<file path="config.mk">
export PLATFORM = sky130hd
export DESIGN_NAME = vec_element_counter
export DESIGN_NICKNAME = d
export VERILOG_FILES = /design/src/rtl/vec_element_counter.sv
export SDC_FILE = /design/constraint.sdc
export NUM_CORES = 1
export LEC_CHECK = 0
export CORE_ASPECT_RATIO = 0.9
export CORE_MARGIN = 1.5
export CORE_UTILIZATION = 30
export CTS_CLUSTER_DIAMETER = 80
export DETAILED_ROUTE_END_ITERATION = 8
export SYNTH_ARGS = -nofsm -noshare
export SYNTH_HDL_FRONTEND = slang
export SYNTH_SLANG_ARGS = --single-unit
</file>
<file path="constraint.sdc">
create_clock -name CLK -period 2.8 [get_ports CLK]
set_clock_uncertainty 0.2 [all_clocks]
set_input_delay 0.42 -clock CLK [delete_from_list [all_inputs] [get_ports CLK]]
set_output_delay 0.42 -clock CLK [all_outputs]
set_load 0.03 [all_outputs]
</file>
<file path="src/rtl/vec_element_counter.sv">
// Vector element counter: walks element indices vstart..vl-1, LANES per cycle, for vector decode.
// Latency: first group one cycle after de_en; done in the cycle after the last accepted group.
// Backpressure: stall freezes everything; busy_ex holds only the final group until execute accepts it.
//
// Ports:
//   CLK, nRST            clock, synchronous active-low reset
//   vstart, vl           CSR first element index and vector length
//   de_en                start a new op (ignored while busy)
//   stall / clear        freeze this cycle / abort the op without a done pulse
//   ex_return            restart the current op from its start element
//   slide1up             element 0 handled elsewhere, count begins at max(vstart,1)
//   busy_ex              execute cannot take the final group yet
//   reverse              (VEC_COUNTER_REVERSE_EN only) walk downward, sampled at de_en
//   offset               lane-0 element index of the current group
//   lane_active          per-lane element enables
//   next_done            current group is the last one
//   done                 one-cycle completion pulse
//   busy                 op in flight
//
// Optional feature macro: VEC_COUNTER_REVERSE_EN adds the descending walk.
// CSR inputs (vstart, vl, slide1up) are expected to stay stable for the life of an op.

module vec_element_counter #(
   parameter int LANES    = 2,
   parameter int OFFSET_W = 5,
   parameter int WORD_W   = 32
) (
   input  logic                CLK,
   input  logic                nRST,
   input  logic [WORD_W-1:0]   vstart,
   input  logic [WORD_W-1:0]   vl,
   input  logic                de_en,
   input  logic                stall,
   input  logic                clear,
   input  logic                ex_return,
   input  logic                slide1up,
   input  logic                busy_ex,
`ifdef VEC_COUNTER_REVERSE_EN
   input  logic                reverse,
`endif
   output logic [OFFSET_W-1:0] offset,
   output logic [LANES-1:0]    lane_active,
   output logic                next_done,
   output logic                done,
   output logic                busy
);

   typedef enum logic [1:0] {
      IDLE   = 2'd0,
      COUNT  = 2'd1,
      FINISH = 2'd2
   } state_t;

   localparam logic [OFFSET_W:0] LANES_O = (OFFSET_W+1)'(LANES);
   localparam logic [WORD_W:0]   VL_MAX  = (WORD_W+1)'(1) << OFFSET_W;
`ifdef VEC_COUNTER_REVERSE_EN
   localparam logic [WORD_W:0]   LANES_W = (WORD_W+1)'(LANES);
`endif

   state_t              state_q, state_d;
   logic [OFFSET_W-1:0] offset_q, offset_d;

   logic [WORD_W-1:0]   start;
   logic                launch_empty;
   logic                launch;
   logic [OFFSET_W-1:0] first_offset;
   logic [OFFSET_W-1:0] step_offset;
   logic [OFFSET_W:0]   off_plus;
   logic                last_group;
   logic [WORD_W-1:0]   elem_idx;
   logic [LANES-1:0]    lane_act;

`ifdef VEC_COUNTER_REVERSE_EN
   logic                reverse_q, reverse_d;
   logic [OFFSET_W-1:0] start_q, start_d;
   logic                launch_rev;
   logic [WORD_W-1:0]   vl_minus_lanes;
`endif

   // Start element of an op. slide1up leaves element 0 to a separate path,
   // so a zero vstart is bumped to 1. An empty range (including vl=0) skips COUNT.
   always_comb begin
      start = vstart;
      if (slide1up && (vstart == '0)) begin
         start = WORD_W'(1);
      end
      launch_empty = (start >= vl);
   end

   // First group offset. Ascending ops begin at start; descending ops begin at
   // the topmost full group, never below start.
   always_comb begin
      first_offset = start[OFFSET_W-1:0];
`ifdef VEC_COUNTER_REVERSE_EN
      // A new op takes the direction from the port; a restart keeps the latched one.
      launch_rev     = (state_q == IDLE) ? reverse : reverse_q;
      vl_minus_lanes = vl - LANES_W[WORD_W-1:0];
      if (launch_rev && ({1'b0, vl} >= ({1'b0, start} + LANES_W))) begin
         first_offset = vl_minus_lanes[OFFSET_W-1:0];
      end
`endif
   end

   // Current-group evaluation: lane enables, last-group detect and next offset.
   // The sum is one bit wider than offset so the last-group compare cannot wrap.
   always_comb begin
      off_plus    = {1'b0, offset_q} + LANES_O;
      step_offset = off_plus[OFFSET_W-1:0];
      last_group  = (WORD_W'(off_plus) >= vl);
`ifdef VEC_COUNTER_REVERSE_EN
      if (reverse_q) begin
         last_group = (offset_q <= start_q);
         // Clamp the downward step so no group starts below the first element.
         if ({1'b0, offset_q} >= ({1'b0, start_q} + LANES_O)) begin
            step_offset = offset_q - LANES_O[OFFSET_W-1:0];
         end else begin
            step_offset = start_q;
         end
      end
`endif
      elem_idx = '0;
      lane_act = '0;
      for (int i = 0; i < LANES; i++) begin
         // Compare at full CSR width; offset is zero-extended so no lane wraps.
         elem_idx    = WORD_W'(offset_q) + WORD_W'(i);
         lane_act[i] = (elem_idx < vl);
`ifdef VEC_COUNTER_REVERSE_EN
         if (reverse_q && (elem_idx < WORD_W'(start_q))) begin
            lane_act[i] = 1'b0;
         end
`endif
      end
   end

   // Next-state logic. Priority: clear > ex_return > stall > normal flow.
   always_comb begin
      state_d  = state_q;
      offset_d = offset_q;
      launch   = 1'b0;
`ifdef VEC_COUNTER_REVERSE_EN
      reverse_d = reverse_q;
      start_d   = start_q;
`endif

      if (clear) begin
         state_d  = IDLE;
         offset_d = '0;
      end else if (ex_return && (state_q != IDLE)) begin
         launch = 1'b1;
      end else if (!stall) begin
         case (state_q)
            IDLE: begin
               if (de_en) begin
                  launch = 1'b1;
               end
            end
            COUNT: begin
               if (!last_group) begin
                  offset_d = step_offset;
               end else if (!busy_ex) begin
                  // Offset stays on the last group through FINISH.
                  state_d = FINISH;
               end
            end
            FINISH: begin
               state_d  = IDLE;
               offset_d = '0;
            end
            default: begin
               state_d  = IDLE;
               offset_d = '0;
            end
         endcase
      end

      if (launch) begin
`ifdef VEC_COUNTER_REVERSE_EN
         reverse_d = launch_rev;
         start_d   = start[OFFSET_W-1:0];
`endif
         if (launch_empty) begin
            state_d  = FINISH;
            offset_d = '0;
         end else begin
            state_d  = COUNT;
            offset_d = first_offset;
         end
      end
   end

   always_ff @(posedge CLK) begin
      if (!nRST) begin
         state_q  <= IDLE;
         offset_q <= '0;
`ifdef VEC_COUNTER_REVERSE_EN
         reverse_q <= 1'b0;
         start_q   <= '0;
`endif
      end else begin
         state_q  <= state_d;
         offset_q <= offset_d;
`ifdef VEC_COUNTER_REVERSE_EN
         reverse_q <= reverse_d;
         start_q   <= start_d;
`endif
      end
   end

   assign offset      = offset_q;
   assign busy        = (state_q != IDLE);
   assign lane_active = (state_q == COUNT) ? lane_act : '0;
   assign next_done   = (state_q == COUNT) && last_group;
   // FINISH lingers while stalled, so the pulse is deferred, not repeated.
   // An op that is flushed or restarted in FINISH never reports completion.
   assign done        = (state_q == FINISH) && !stall && !clear && !ex_return;

   // Offsets cannot represent element indices beyond 2**OFFSET_W.
   always @(posedge CLK) begin
      if (nRST && (launch || (state_q != IDLE))) begin
         assert ({1'b0, vl} <= VL_MAX)
            else $error("vec_element_counter: vl %0d exceeds 2**OFFSET_W", vl);
      end
   end

endmodule

</file>
==> results_dict.tcl, run 1 <==
set metrics [dict create \
    status "finished with violations" \
    violations "setup timing" \
    slew_headroom_pct 70.2 \
    grtUsageTotal_pct 18.5 \
    synth_top_family_by_area "adder cells" \
    place.port_buffers 81 \
    drt_iter0_drc 86 \
    r2r_start "offset[2]$_SDFFE_PN0P_" \
    die_area_um2 6770 \
    critPathKind "in -> reg" \
    dp_cells 427 \
    die_width_um 86.6 \
    clock_latency_ns 0.23 \
    slew_violations 0 \
    vias 2172 \
    clock_path_buffers 2 \
    yosys.area_share.xor_xnor_pct 2.32 \
    required_ns 2.75 \
    period_share_pct 102 \
    root_buffer "clkbuf_8" \
    ctsHoldBuffers 0 \
    crit_arrival_ns 2.79 \
    cts_tree "yes" \
    dr.pass1.iters 4 \
    cts_sinks 7 \
    end_kind "register" \
    dp_hpwl_mm 5.11 \
    synth_simple_gate_area_share_pct 23.1 \
    grt_max_degree 10 \
    synthCells 272 \
    startpoint "vstart[10]" \
    drive_gt1_share_pct 29.3 \
    overflow 0 \
    holdWs_ns 0.334 \
    placed_area_um2 2920 \
    drv_cap 0 \
    crit_path_max_incr_delay_ns 0.35 \
    gp_congestion 0.829 \
    seq_area_frac_synth_pct 7.43 \
    grt_first_pass_wirelength_mm 10.3 \
    path_cells "dlygate4sd2_1, nor4_4, nand4_1, nor2_2, a21oi_2, ha_1, nand2b_4, a2111o_1, a31oi_1, a31o_2, nand3_2, o31ai_1" \
    muxShareOfSynthArea_pct 0 \
    critPathSlowestCell "a2111o_1" \
    max_slew.worst_pin.slew_ns 0.444 \
    fin_area_um2 3170 \
    startpoint_type "input pin" \
    vdd_drop_max_uv 111 \
    drtAntennaViolNets 0 \
    synth_area_um2 1890 \
    ys_types 40 \
    wl_per_cell_um 13.9 \
    grt_antenna_before_repair 0 \
    die_y_um 78.2 \
    boundaryPins 82 \
    synth_compound_area_share_pct 20.0 \
    stdcell_count 437 \
    core-area_um2 6080 \
    reg2reg_slack_ns 0.34 \
    holdCritStartpoint "state_q[0]$_SDFFE_PN0P_" \
    min_path_type "reg -> reg" \
    synth-main-ff-cell "dfxtp_1" \
    worstPathMaxFanout 5 \
    rsz0062_at_grt "yes" \
    start_util_pct 31.0 \
    first_global_vias 2239 \
    drc 0 \
    nets 488 \
    n_antenna_cell 0 \
    power.density_nw_per_um2 205 \
    leakagePower_nw 1.50 \
    ys_async_sr_fraction_pct 0 \
    yosysWarnings 0 \
    htreeDepth 1 \
    timing.setup.tns_ns -0.0821 \
    ys_seq_elements 7 \
    hold_violations 0 \
    synth.avg_cell_area_um2 6.94 \
    fin_crit_ns 2.84 \
    drt-total-wl_mm 6.06 \
    fmax_mhz 352 \
    num_rows 27 \
    setup_viol 5 \
    timing.final.ws_setup_ns -0.0436 \
    synthAdderAreaFrac_pct 33.2 \
    syn_nets 394 \
    clkTransAtPathRegs_ns 0.04 \
    cts_buffers 3 \
    synthToLayoutAreaGrowth_pct 68.2 \
    synth_edf_count 0 \
    vias_per_cell 4.97 \
]
-- path summary, 6_finish.rpt --
path | depth (start not counted) | end
max reg2reg | 10 | offset[1]$_SDFFE_PN0P_
max | 12 | offset[0]$_SDFFE_PN0P_
min reg2reg | 2 | state_q[0]$_SDFFE_PN0P_
min | 2 | state_q[0]$_SDFFE_PN0P_
-- cell families (layout without fill, tap and decap cells) --
| kind of cell | Yosys count | in the layout |
|---|---|---|
| buf+inv | 70 | 163 |
| fa+ha+maj | 50 | 50 |
| flops | 7 | 7 |
| simple gates | 79 | 79 |
| compound gates | 61 | 61 |
| xor+xnor | 5 | 5 |
-- critical path, delay by kind of cell --
family / cells / cell delay [ns]
AND/OR/NAND/NOR: 5 / 0.73
AO/OA/AOI/OAI: 5 / 1.07
buffers and inverters: 1 / 0.29
adder cells (fa/ha/maj): 1 / 0.28
-- timing repair --
action | in CTS | in global routing
endpoints found under the setup margin | 9 | 10
hold endpoints to repair | 0 | 0
pin swaps | 23 | 24
cloned | 0 | 0
buffers inserted | 3 | 3
gates resized for setup | 84 | 44
-- cell usage after synthesis (2+ instances only) --
cell / count / area [um^2]
and2_1: 2 / 12.5
nor3_1: 6 / 30.0
nor4_1: 14 / 87.6
nand4_1: 8 / 50.1
nand3_1: 8 / 40.0
o21a_1: 4 / 30.0
nor2b_1: 3 / 18.8
o2bb2ai_1: 2 / 17.5
or2_2: 3 / 18.8
o211ai_1: 2 / 15.0
a31oi_1: 4 / 25.0
and3_1: 2 / 12.5
a21boi_0: 2 / 15.0
ha_1: 50 / 626
inv_1: 37 / 139
nand2_1: 16 / 60.1
o21ai_0: 14 / 70.1
xnor2_1: 3 / 26.3
a21oi_1: 22 / 110
nand2b_1: 4 / 25.0
o22ai_1: 2 / 12.5
clkbuf_1: 32 / 120
xor2_1: 2 / 17.5
nor2_1: 8 / 30.0
dfxtp_1: 7 / 140
-- registers in the layout, indices dropped and copies added (netlist names) --
register	cells
offset	5
state_q	2
-- cell type report --
class | count | area, um^2
clock buffers | 4 | 45.0
fillers | 595 | 2910
inverters | 37 | 139
multi-input cells | 195 | 1700
flip-flops and latches | 7 | 145
well taps | 72 | 90.1
repair buffers | 122 | 1050
-- report_power, final --
group	total, mW	leakage [nW]	switching, mW	internal [mW]
clock	0.148	0.0228	0.0494	0.0990
sequential	0.115	0.0584	0.00949	0.105
combinational	0.388	1.42	0.177	0.211
-- cell usage in the layout, fill, tap and decap left out, types with 4 or more instances in the layout --
cell type        count
nand4_1              8
nor4_4               4
o21ai_0             12
clkdlybuf4s15_2      6
nand2_1             16
nor2_1               6
a21oi_1             20
ha_4                 4
nor3_1               4
clkbuf_2            12
nand3_1              7
ha_1                45
dlygate4sd2_1        7
buf_4               44
dfxtp_1              5
clkdlybuf4s50_1     46
o21a_1               4
nor4_1               8
a31oi_1              4
inv_1               34
-- through the flow --
stage	utilization (%)	power, mW	worst slack [ns]
5_1_grt	52.2	0.705	-0.154
3_3_place_gp	48.1	0.475	-0.682
2_1_floorplan	-	0.287	0.00100
6_report	52.2	0.652	-0.0436
3_5_place_dp	48.1	0.479	-0.770
4_1_cts	50.8	0.635	-0.0830
-- per-layer routing --
layer | GRT usage, % | routed length [um] | up-vias
li1 | - | - | 1146
met1 | 26.3 | 3000 | 950
met2 | 29.4 | 2690 | 62
met3 | 2.52 | 241 | 14
met4 | 4.35 | 119 | 0
met5 | 0 | 0 | -
Power figures use the tool's default switching activity.
==> run 2: changes to the inputs <==
Settings changed: SETUP_SLACK_MARGIN set to 0.4.
==> results_dict.tcl, run 2 (same netlist as run 1, synthesis figures left out) <==
set metrics [dict create \
    vias_per_cell 5.08 \
    grt_util_met2_pct 33.0 \
    drv_cap 0 \
    critPathKind "in -> reg" \
    use_met3_pct 2.21 \
    cp_num_buf_inv 12 \
    synthToLayoutAreaGrowth_pct 82.0 \
    grt_first_pass_wirelength_mm 10.4 \
    largest_register_ffs 5 \
    die_area_um2 6770 \
    critPathSlowestCell "nor4_4" \
    post-place-ws_ns -0.585 \
    overflow 0 \
    drc 0 \
    grt_max_degree 10 \
    cts_buffers 3 \
    rsz0062_at_grt "yes" \
    first_global_vias 2245 \
    p_total_mw 0.676 \
    crit_path_max_incr_delay_ns 0.28 \
    vdd_drop_max_uv 161 \
    cp_common_cell "buf_4" \
    timing.final.ws_setup_ns 0.0394 \
    max_slew.worst_pin.slew_ns 0.469 \
    drt-total-wl_mm 6.32 \
    num-fill-cells 571 \
    worstPathMaxFanout 2 \
    dp_hpwl_mm 4.91 \
    clock_path_buffers 2 \
    n_antenna_cell 0 \
    slew_violations 0 \
    regArea_um2 153 \
    cts_sinks 7 \
    top_usage_layer "met2" \
    final_common_cell "buf_4" \
    end_kind "register" \
    multi_input_area_um2 1840 \
    setup_viol 0 \
    die_width_um 86.6 \
    power.density_nw_per_um2 197 \
    placed_area_um2 2970 \
    vias 2289 \
    drtAntennaViolNets 0 \
    die_y_um 78.2 \
    clkTransAtPathRegs_ns 0.04 \
    drive_gt1_share_pct 38.5 \
    boundaryPins 82 \
    startpoint_type "input pin" \
    start_util_pct 31.0 \
    num_rows 27 \
    dr.pass1.iters 4 \
    final_cell_mix "buf_4, ha_1, inv_1" \
    period_share_pct 98.6 \
    cp_top_family "buffers and inverters" \
    htreeDepth 1 \
    place.port_buffers 81 \
    fmax_mhz 362 \
    fin_area_um2 3430 \
    path_cells "buf_2, nor4_4, nand4_1, nor2_2, a21oi_2, buf_4, buf_4, buf_4, buf_4, buf_4, buf_4, buf_4, buf_4, buf_4, buf_4, buf_4, o31ai_2" \
    status "finished, final reports clean" \
    nets 502 \
    grtUsageTotal_pct 19.0 \
    hold_violations 0 \
    min_path_type "reg -> reg" \
    clock_latency_ns 0.23 \
    met1_usage_pct 25.7 \
    gp_congestion 0.866 \
    wl_per_cell_um 14.0 \
    ctsHoldBuffers 0 \
    fin_crit_ns 2.76 \
    utilization_pct 56.5 \
    cts_tree "yes" \
    core-area_um2 6080 \
    required_ns 2.73 \
    drt_iter0_drc 96 \
    grt_antenna_before_repair 0 \
    root_buffer "clkbuf_8" \
    crit_arrival_ns 2.69 \
    leakagePower_nw 1.65 \
    slew_headroom_pct 68.5 \
]
-- run 2: power by group --
part           internal, mW  switching [mW]  total, mW
clock network        0.0984          0.0425      0.141
registers             0.105          0.0131      0.118
logic                 0.227           0.190      0.417
total                 0.430           0.246      0.676
-- run 2: timing repair --
| item | 4_1_cts | 5_1_grt |
|---|---|---|
| setup endpoints to repair | 11 | 11 |
| setup buffers | 21 | 6 |
| cloned | 0 | 0 |
| pin swaps | 43 | 41 |
| resized for setup | 183 | 34 |
-- run 2: metrics by stage --
stage / cells / TNS (ns) / hold slack, ns
finish: 451 / 0 / 0.346
global route: 451 / -0.294 / 0.388
detailed placement: 420 / -3.94 / 0.333
CTS: 445 / -0.0235 / 0.341
floorplan: 272 / 0 / 0.290
global placement: 420 / -3.19 / 0.333
-- run 2: worst register-to-register path, delay by kind of cell, from the launching register on --
kind                       cells  cell delay, ns
adders and majority gates      1            0.29
and+or+nand+nor                3            0.22
DFF                            1            0.38
buffers and inverters          4            0.50
xor gates and xnor gates       1            0.15
AOI/OAI and AO/OA              4            0.70
-- run 2: final timing paths --
path	start	end	depth (start not counted)	slack (ns)
setup reg to reg	offset[1]$_SDFFE_PN0P_	offset[1]$_SDFFE_PN0P_	13	0.28
hold / removal	state_q[0]$_SDFFE_PN0P_	state_q[0]$_SDFFE_PN0P_	2	0.35
hold reg to reg	state_q[0]$_SDFFE_PN0P_	state_q[0]$_SDFFE_PN0P_	2	0.35
setup / recovery	vstart[14]	offset[0]$_SDFFE_PN0P_	17	0.04
-- run 2: per-layer routing --
metal	wire [um]	vias to the layer above
met5	0	-
met4	36	0
met3	303	4
met2	3130	63
met1	2850	1051
li1	-	1171
-- run 2: area by class of cell --
cell class	instances	share of cell area [%]
inverters	37	4.19
clock buffers	4	1.31
flip-flops and latches	7	4.44
repair buffers	136	33.8
multi-input cells	195	53.7
well taps	72	2.62
==> run 3: changes to the inputs <==
Settings changed: ABC_CLOCK_PERIOD_IN_PS set to 2800.
==> results of run 3 <==
The final DEF is identical to that of run 2; final timing and power are the same.
